--- src/rtl/mm_seq_ctrl_pkg.sv ---
// ============================================================
// mm_seq_ctrl_pkg : shared state encoding and defaults
// Rev 1.0
// ============================================================
`default_nettype none

package mm_seq_ctrl_pkg;

    localparam int DEF_N      = 3;
    localparam int DEF_ADDR_W = 4;

    typedef enum logic [2:0] {
        S_IDLE  = 3'd0,
        S_CLEAR = 3'd1,
        S_ACCUM = 3'd2,
        S_WRITE = 3'd3,
        S_DONE  = 3'd4
    } state_t;

    // Row-major flat index into an n-wide matrix.
    function automatic int flat_idx(input int row, input int col, input int n);
        return row * n + col;
    endfunction

endpackage

`default_nettype wire

--- src/rtl/mm_seq_ctrl_if.sv ---
// ============================================================
// mm_seq_ctrl_if : control and strobe bundle of the sequencer
// Rev 1.0
// ============================================================
`default_nettype none

interface mm_seq_ctrl_if #(
    parameter int ADDR_W = mm_seq_ctrl_pkg::DEF_ADDR_W
);
    logic              start;
    logic              abort;
    logic              step_mode;
    logic              step;
    logic              busy;
    logic              done;
    logic [ADDR_W-1:0] a_addr;
    logic [ADDR_W-1:0] b_addr;
    logic [ADDR_W-1:0] c_addr;
    logic              mac_clr;
    logic              mac_en;
    logic              c_we;
    logic              tick;

    modport master (
        output start, abort, step_mode, step,
        input  busy, done, a_addr, b_addr, c_addr, mac_clr, mac_en, c_we, tick
    );

    modport slave (
        input  start, abort, step_mode, step,
        output busy, done, a_addr, b_addr, c_addr, mac_clr, mac_en, c_we, tick
    );
endinterface

`default_nettype wire

--- src/rtl/mm_tick_gen.sv ---
// ============================================================
// mm_tick_gen : DIV-cycle step enable, replaces a derived slow clock
// Rev 1.0
// ============================================================
`default_nettype none

module mm_tick_gen #(
    parameter int DIV   = 1,
    parameter int CNT_W = 27
) (
    input  logic clk,
    input  logic rst_n,
    input  logic run,
    input  logic clr,
    output logic tick
);
    localparam logic [CNT_W-1:0] LAST_CNT = CNT_W'(DIV - 1);

    logic [CNT_W-1:0] cnt;

    always_ff @(posedge clk or negedge rst_n) begin
        if (!rst_n) begin
            cnt <= '0;
        end else if (clr || !run || (cnt == LAST_CNT)) begin
            cnt <= '0;
        end else begin
            cnt <= cnt + CNT_W'(1);
        end
    end

    assign tick = run && (cnt == LAST_CNT);

endmodule

`default_nettype wire

--- src/rtl/mm_seq_ctrl.sv ---
// ============================================================
// mm_seq_ctrl : walks (i,j,k) of C = A*B, issues addresses and MAC strobes
// Rev 1.0
// ============================================================
`default_nettype none

module mm_seq_ctrl
    import mm_seq_ctrl_pkg::*;
#(
    parameter int N      = DEF_N,
    parameter int ADDR_W = DEF_ADDR_W,
    parameter int DIV    = 1,
    parameter int CNT_W  = 27
) (
    input  logic         clk,
    input  logic         rst_n,
    mm_seq_ctrl_if.slave bus
);
    localparam logic [ADDR_W-1:0] LAST = ADDR_W'(N - 1);

    state_t            state;
    logic [ADDR_W-1:0] row;
    logic [ADDR_W-1:0] col;
    logic [ADDR_W-1:0] k_idx;
    logic              busy_reg;
    logic              done_reg;

    logic run;
    logic tick;
    logic adv;
    logic abort_now;
    logic go_idle;

    assign run       = (state != S_IDLE);
    assign abort_now = bus.abort && run;
    assign go_idle   = abort_now || (state == S_DONE);
    assign adv       = (state inside {S_CLEAR, S_ACCUM, S_WRITE})
                       && (bus.step_mode ? bus.step : tick);

    mm_tick_gen #(
        .DIV   (DIV),
        .CNT_W (CNT_W)
    ) u_tick_gen (
        .clk   (clk),
        .rst_n (rst_n),
        .run   (run),
        .clr   (go_idle),
        .tick  (tick)
    );

    always_ff @(posedge clk or negedge rst_n) begin
        if (!rst_n) begin
            state    <= S_IDLE;
            row      <= '0;
            col      <= '0;
            k_idx    <= '0;
            busy_reg <= 1'b0;
            done_reg <= 1'b0;
        end else if (abort_now) begin
            state    <= S_IDLE;
            busy_reg <= 1'b0;
            done_reg <= 1'b0;
        end else begin
            done_reg <= 1'b0;
            case (state)
                S_IDLE: begin
                    if (bus.start) begin
                        state    <= S_CLEAR;
                        row      <= '0;
                        col      <= '0;
                        k_idx    <= '0;
                        busy_reg <= 1'b1;
                    end
                end
                S_CLEAR: begin
                    if (adv) state <= S_ACCUM;
                end
                S_ACCUM: begin
                    if (adv) begin
                        if (k_idx == LAST) begin
                            k_idx <= '0;
                            state <= S_WRITE;
                        end else begin
                            k_idx <= k_idx + ADDR_W'(1);
                        end
                    end
                end
                S_WRITE: begin
                    if (adv) begin
                        if (col < LAST) begin
                            col   <= col + ADDR_W'(1);
                            state <= S_CLEAR;
                        end else if (row < LAST) begin
                            col   <= '0;
                            row   <= row + ADDR_W'(1);
                            state <= S_CLEAR;
                        end else begin
                            state    <= S_DONE;
                            busy_reg <= 1'b0;
                            done_reg <= 1'b1;
                        end
                    end
                end
                S_DONE:  state <= S_IDLE;
                default: state <= S_IDLE;
            endcase
        end
    end

    // Strobes follow the step enable directly so they land in the advancing cycle.
    assign bus.mac_clr = (state == S_CLEAR) && adv && !bus.abort;
    assign bus.mac_en  = (state == S_ACCUM) && adv && !bus.abort;
    assign bus.c_we    = (state == S_WRITE) && adv && !bus.abort;

    assign bus.a_addr = ADDR_W'(flat_idx(int'(row),   int'(k_idx), N));
    assign bus.b_addr = ADDR_W'(flat_idx(int'(k_idx), int'(col),   N));
    assign bus.c_addr = ADDR_W'(flat_idx(int'(row),   int'(col),   N));

    assign bus.busy = busy_reg;
    assign bus.done = done_reg;
    assign bus.tick = tick;

endmodule

`default_nettype wire

--- src/flat_wrapper.sv ---
// flat-port wrapper written by rule: the top's interface ports become plain ports
module mm_seq_ctrl_flat import mm_seq_ctrl_pkg::*;
#(
    parameter int N      = DEF_N,
    parameter int ADDR_W = DEF_ADDR_W,
    parameter int DIV    = 1,
    parameter int CNT_W  = 27
)
  (clk, rst_n, bus_start, bus_abort, bus_step_mode, bus_step, bus_busy, bus_done, bus_a_addr, bus_b_addr, bus_c_addr, bus_mac_clr, bus_mac_en, bus_c_we, bus_tick);
  mm_seq_ctrl_if #(.ADDR_W(ADDR_W)) bus_i ();
  input  logic clk;
  input  logic rst_n;
  input wire logic [$bits(bus_i.start)-1:0] bus_start;
  input wire logic [$bits(bus_i.abort)-1:0] bus_abort;
  input wire logic [$bits(bus_i.step_mode)-1:0] bus_step_mode;
  input wire logic [$bits(bus_i.step)-1:0] bus_step;
  output wire logic [$bits(bus_i.busy)-1:0] bus_busy;
  output wire logic [$bits(bus_i.done)-1:0] bus_done;
  output wire logic [$bits(bus_i.a_addr)-1:0] bus_a_addr;
  output wire logic [$bits(bus_i.b_addr)-1:0] bus_b_addr;
  output wire logic [$bits(bus_i.c_addr)-1:0] bus_c_addr;
  output wire logic [$bits(bus_i.mac_clr)-1:0] bus_mac_clr;
  output wire logic [$bits(bus_i.mac_en)-1:0] bus_mac_en;
  output wire logic [$bits(bus_i.c_we)-1:0] bus_c_we;
  output wire logic [$bits(bus_i.tick)-1:0] bus_tick;
  assign bus_i.start = bus_start;
  assign bus_i.abort = bus_abort;
  assign bus_i.step_mode = bus_step_mode;
  assign bus_i.step = bus_step;
  assign bus_busy = bus_i.busy;
  assign bus_done = bus_i.done;
  assign bus_a_addr = bus_i.a_addr;
  assign bus_b_addr = bus_i.b_addr;
  assign bus_c_addr = bus_i.c_addr;
  assign bus_mac_clr = bus_i.mac_clr;
  assign bus_mac_en = bus_i.mac_en;
  assign bus_c_we = bus_i.c_we;
  assign bus_tick = bus_i.tick;
  mm_seq_ctrl #(.N(N), .ADDR_W(ADDR_W), .DIV(DIV), .CNT_W(CNT_W)) u_core (.clk(clk), .rst_n(rst_n), .bus(bus_i));
endmodule
--- config.mk ---
export PLATFORM = sky130hd
export DESIGN_NAME = mm_seq_ctrl_flat
export DESIGN_NICKNAME = d
export VERILOG_FILES = /design/src/rtl/mm_seq_ctrl_pkg.sv /design/src/rtl/mm_seq_ctrl_if.sv /design/src/rtl/mm_tick_gen.sv /design/src/rtl/mm_seq_ctrl.sv /design/src/flat_wrapper.sv
export SDC_FILE = /design/constraint.sdc
export NUM_CORES = 1
export LEC_CHECK = 0
export CORE_AREA = 2 2 82 65
export DETAILED_ROUTE_END_ITERATION = 10
export DIE_AREA = 0 0 84 67
export GPL_ROUTABILITY_DRIVEN = 0
export PLACE_DENSITY_LB_ADDON = 0.12
export SLEW_MARGIN = 10
export SYNTH_ARGS = -nofsm -noshare
export SYNTH_HDL_FRONTEND = slang
export SYNTH_HIERARCHICAL = 1
export SYNTH_SLANG_ARGS = --single-unit
--- constraint.sdc ---
create_clock -name clk -period 3.35 [get_ports clk]
set_input_delay 0.67 -clock clk [delete_from_list [all_inputs] [get_ports clk]]
set_output_delay 0.67 -clock clk [all_outputs]
set_load 0.01 [all_outputs]
==> run metrics <==
status finished clean; Main synth FF type dfrtp_1; max reg flops 27; post-layout minimum cycle time 3.23 ns; Worst setup SP type flip-flop; synthesized net count between 300 and 400; Max Cap Viol 0; Gate power share around a third; RSZ-0062 raised after global routing no; Clock Skews ~0.0064 ns; Hold Path Class reg2reg; share of cells above drive strength 1 11.3%; Worst Setup End Kind output port; root buf cell clkbuf_8; final-report max-slew violation count 0; Internal Power approximately 0.00096 W; htree depth 2; # hold bufs at CTS 0; CTS buffer count 5; antenna diode count 0; sequential share of power just over 40%; DRC viols 0; # rows 22; Worst Max-Slew Pin Slew just under 1 ns; synthesis-to-finish area growth 17.3%; via count around 2,400; Seq/Total Area, Yosys between 30% and 40%; Final Hold Fails 0; vias per std cell between 5 and 6; Largest Register u_core/u_tick_gen/cnt; Sw Share about 32%; Post-synth EDFFs 0; area of the die between 5000 and 6000 um2; area of the mapped netlist 2840 um2; Clock Path Buffers 2; post-route cell area 3330 um2; Yosys warnings 6; Tcrit/Tclk final slightly below 100%; CORE AREA 4760 um2; worst vdd ir between 0.3 and 0.4 mV; number of global-route vias before repair ~2,300; first-pass GRT wire length ~11,000 um; CP max FO 7; placed wire-length estimate 4520 um; clock tree sinks 44; CTS tree yes; CP Data Arrival Time 2.56 ns; fmax about 0.3 GHz; clk_lat worst skew ~0.30 ns; port buffer count 23; most common cell after layout, fill and taps aside dfrtp_1; Post-Syn Area per Cell approximately 9.5 um2; Slew HR between 30% and 40%; drt first pass iters 4; Synth Instances 300; Initial DRC Count about 160; post-synthesis async set-or-reset flop share 100%; total global routing overflow 0; Clk pwr share 24.3%; leakage approximately 1.5 nW; # IOs 24; largest net degree at the start of global routing between 40 and 50; initial antenna violation count 0; Starting Density 59.6%; Worst-path clk slew roughly 0.08 ns; commonest cells after routing, fill and taps aside 40 x dfrtp_1, 26 x nor2_1, 22 x nand2_1; placed cell area about 3200 um2; Routed Antenna Nets 0; Net Sw Power about 0.00046 W; final WL ~6300 um; Setup-failing EPs final 0; FF+latch count, synth between 40 and 50; pwr/cell area approximately 430 nW/um2; CP required approximately 2.7 ns; Die H 67 um; critical path class reg2out; setup TNS 0 ns; drt wl/cell around 16 um; Yosys cell types 46; chip width approximately 84 um; GR Util All Layers 25.4%; Final nets around 370
worst max-delay path: stages (launching register included):
cell and delay (ns):
dfrtp_2 0.45, inv_1 0.07, ha_1 0.13, nor4b_2 0.18
nand3_1 0.15, nor3_2 0.25, buf_4 0.15, mux2_4 0.18
and3_1 0.17, clkdlybuf4s50_1 0.54
what timing repair did:
action                                 CTS  global route
buffers inserted                         2             2
endpoints found under the hold margin    0             0
setup endpoints to repair                6             4
pin swaps                                0             1
gates resized for setup                  7             9
layout make-up:
type / instances / area [um2]
Timing Repair Buffer: 37 / 332
Fill cell: 368 / 1430
Clock buffer: 8 / 90.1
Tap cell: 60 / 75.1
Inverter: 16 / 60.1
Sequential cell: 44 / 1110
Multi-Input combinational cell: 230 / 1670
worst paths after layout:
path                                               startpoint                                  end  slack [ns]  cells past startpoint
setup / recovery           u_core/u_tick_gen/cnt[0]$_DFF_PN0_                           bus_mac_en        0.12                      9
hold / removal                      u_core/row[3]$_DFFE_PN0P_            u_core/row[3]$_DFFE_PN0P_        0.49                      1
setup reg to reg           u_core/u_tick_gen/cnt[0]$_DFF_PN0_            u_core/col[0]$_DFFE_PN0P_        1.03                     10
hold reg to reg                     u_core/row[3]$_DFFE_PN0P_            u_core/row[3]$_DFFE_PN0P_        0.49                      1
max in group asynchronous                               rst_n          u_core/k_idx[1]$_DFFE_PN0P_        2.14                      1
min in group asynchronous                               rst_n  u_core/u_tick_gen/cnt[13]$_DFF_PN0_        0.52                      1
synthesized netlist by cell type, types with 10 or more instances:
master,n,area [um2]
a21oi_1,21,105
dfrtp_1,44,1100
ha_1,19,238
inv_1,16,60.1
nand2_1,22,82.6
nand3_1,13,65.1
nor2_1,26,97.6
o21ai_0,10,50.1
or4_1,10,75.1
xnor2_1,15,131
logic make-up after synthesis:
group                      count (synthesis)  share of synthesized area (%)
xor gates and xnor gates                  23                           7.10
buffers and inverters                     26                           3.83
and+or+nand+nor                          124                           24.6
DFF                                       44                           38.8
muxes                                      3                           1.15
AOI/OAI and AO/OA                         55                           11.9
adders and majority gates                 25                           12.6
power by group through the flow:
stage / combinational (W) / clock, W / sequential [W]
after floorplan: 0.000265 / 0 / 0.000599
after global placement: 0.000459 / 0 / 0.000592
after detailed placement: 0.000468 / 0 / 0.000594
after CTS: 0.000478 / 0.000357 / 0.000582
after global routing: 0.000539 / 0.000372 / 0.000586
final: 0.000489 / 0.000344 / 0.000582
routing by layer:
layer,up-vias,GRT usage [%],share of wire [%]
met5,-,0,0
met4,0,5.65,0.70
met3,4,4.34,5.0
met2,66,35.6,40
met1,1134,40.4,54
li1,1165,-,-
through the flow:
step                utilization [%]  power, W  hold WS [ns]  worst slack, ns  std cells
floorplan                         -  0.000863         0.374            0.462        300
global placement               66.5   0.00105         0.471            0.266        383
detailed placement             66.5   0.00106         0.481            0.161        383
CTS                            68.8   0.00142         0.492          0.00438        393
global route                   69.9   0.00150         0.522           0.0122        395
finish                         69.9   0.00142         0.492            0.115        395
Note: power is estimated with default switching activity, not from simulation.
==> patch, RTL diff (config.mk and constraints unchanged) <==
Reset style: synchronous (`rst_n`), changed in 2 clocked blocks.
--- a/src/rtl/mm_tick_gen.sv
+++ b/src/rtl/mm_tick_gen.sv
@@ -18,7 +18,7 @@
 
     logic [CNT_W-1:0] cnt;
 
-    always_ff @(posedge clk or negedge rst_n) begin
+    always_ff @(posedge clk) begin
         if (!rst_n) begin
             cnt <= '0;
         end else if (clr || !run || (cnt == LAST_CNT)) begin
--- a/src/rtl/mm_seq_ctrl.sv
+++ b/src/rtl/mm_seq_ctrl.sv
@@ -48,7 +48,7 @@
         .tick  (tick)
     );
 
-    always_ff @(posedge clk or negedge rst_n) begin
+    always_ff @(posedge clk) begin
         if (!rst_n) begin
             state    <= S_IDLE;
             row      <= '0;
Function: differs if rst_n is asserted again (counterexample within 4 cycles, from zero or initial values and one cycle with rst_n low); with rst_n held inactive, the same outputs for 10 cycles.
==> patch against the original RTL <==
  * Worst setup slack gained 83 ps
  * Sequential share of layout area shrank 5.4 points
  * Synthesized area shrank 5.9%
  * Count of clock-buffer cells in the layout shrank 1
  * Routed wire length shrank 4.0%
  * Hold slack lost 36 ps
  * Cell count grew 1.3%
  * Cell area shrank 3.7%
  * First-iteration DRC count shrank 35%
  * Critical path type unchanged
  * Sequential cell count is the same
Power is not compared: it rests on default switching activity, and its combinational part moved more than twofold at a synthesized area within 25%.
==> patch: results (changes against the original RTL) <==
- Post-synthesis compound-gate area fraction: 14.1% (+2.2 points)
- CP startpoint: u_core/u_tick_gen/cnt[0]$_SDFF_PP0_
- Hold Path Class: reg -> reg
- Placed cell count: 392 (+2.3%)
- Leak: 1.29 nW
- Met1 Use GR: 36.1% (-4.3 points)
- All-Layer GR Usage: 22.7% (-2.7 points)
- Post-synthesis adder-cell area fraction: 13.4% (+0.78 points)
- Critical path peak fanout: 5 (-2)
- Worst hold margin: 456 ps (-35.9 ps)
- Register area share after synthesis: 33.0% (-5.8 points)
- H-tree lvl count: 2 (unchanged)
- Critical Path End: bus_mac_clr
- Async set-reset flop share out of synthesis: 0% (-100 points)
- Slack of the critical path: 198 ps (+82.9 ps)
- XOR/XNOR Fraction of Synth Area: 7.54% (+0.44 points)
- Synth unique cells: 52 (+13%)
- Critical path's slowest cell: or2_2
- Reg2Reg Setup Slack: 850 ps (-180 ps)
- Clock Skew: 9.00 ps (+2.58 ps)
- Setup WS pre-CTS: 113 ps (-48.5 ps)
- Mux share of post-synthesis cell area: 1.73% (+0.59 points)
- Vias/cell: 5.67 (-5.4%)
- FILL cells: 381 (+3.5%)
- Later-pin clock latency in the skew report: 300 ps (about the same)
- M3 GR Usage: 4.83% (+0.50 points)
- Synth cell count leaders: 44 x dfxtp_1, 21 x a21oi_1, 20 x nor2_1
- Status: finished, final reports clean
- Slowest stage delay, CP: 340 ps (-200 ps)
- I/O Buffers: 23 (unchanged)
- Synth area leaders: dfxtp_1 33%, ha_1 8.9%, fa_1 4.5%, xnor2_1 4.3%, a21oi_1 3.9%
- Maximum number of pins on one net before global-route repair: 28 (-38%)
- Crit path max-delay family: simple AND/OR/NAND/NOR gates
- Layout Cells excl Fill: 400 (+1.3%)
- M1 WL: 3380 um (-0.18%)
- DP HPWL: 4450 um (-1.6%)
- Met2 WL: 2420 um (-5.1%)
- Met3 routed WL: 208 um (-34%)
- Reg2Reg Capture Point: u_core/col[0]$_SDFFE_PN0P_
- Layout Nets: 371 (+1.6%)
- Top reg by flops: u_core/u_tick_gen/cnt
- Number of global-route vias before repair: 2,054 (-9.1%)
- Share of cells above drive strength 1: 14.7% (+3.4 points)
- First-pass GRT wire length: 10,100 um (-10%)
- Final wirelength: 6040 um (-4.0%)
- Dpl cell area: 3050 sq um (-3.6%)
- Critical path data arrival time: 2480 ps (-80 ps)
- Worst-margin pin slew: 599 ps (-380 ps)
- Synthesized area per cell: 8.91 sq um (-5.9%)
- Initial DRC count: 105 (-35%)
- Met2 usage: 31.0% (-4.6 points)
## patch: cell types whose count changed in the layout (fill, tap and decap cells not counted), moves of 4 or more
cell	unedited run	this run
nor3_1	4	8
dfrtp_1	40	0
nand2_1	22	17
nor2_1	26	20
dfrtp_2	4	0
buf_4	14	18
dfxtp_1	0	40
o21ai_0	10	15
## patch: final cells by class
type / instances / area [sq um] / area share [%]
tap: 60 / 75.1 / 2.34
multi-input combinational: 229 / 1700 / 52.9
timing repair buffer: 41 / 377 / 11.7
clock buffer: 7 / 96.3 / 3.01
sequential: 44 / 891 / 27.8
inverter: 19 / 71.3 / 2.22
## patch: worst min path at each step
| stage | endpoint | startpoint |
|---|---|---|
| global placement | u_core/row[3]$_SDFFE_PN0P_ | u_core/row[3]$_SDFFE_PN0P_ |
| global route | u_core/k_idx[3]$_SDFFE_PN0P_ | u_core/k_idx[3]$_SDFFE_PN0P_ |
| detailed placement | u_core/row[3]$_SDFFE_PN0P_ | u_core/row[3]$_SDFFE_PN0P_ |
| finish | u_core/row[3]$_SDFFE_PN0P_ | u_core/row[3]$_SDFFE_PN0P_ |
| floorplan | u_core/row[3]$_SDFFE_PN0P_ | u_core/row[3]$_SDFFE_PN0P_ |
| CTS | u_core/row[3]$_SDFFE_PN0P_ | u_core/row[3]$_SDFFE_PN0P_ |
## patch: power by group through the flow
stage               clock network [W]  registers (W)   logic, W
global route                 0.000390       0.000528  0.0000700
finish                       0.000361       0.000528  0.0000633
CTS                          0.000370       0.000529  0.0000629
global placement                    0       0.000541  0.0000614
floorplan                           0       0.000541  0.0000360
detailed placement                  0       0.000541  0.0000621
## patch: timing repair
item / in CTS / in global routing
buffers inserted: 0 / 1
pin swaps: 0 / 2
gates resized for setup: 7 / 10
endpoints found under the setup margin: 6 / 6
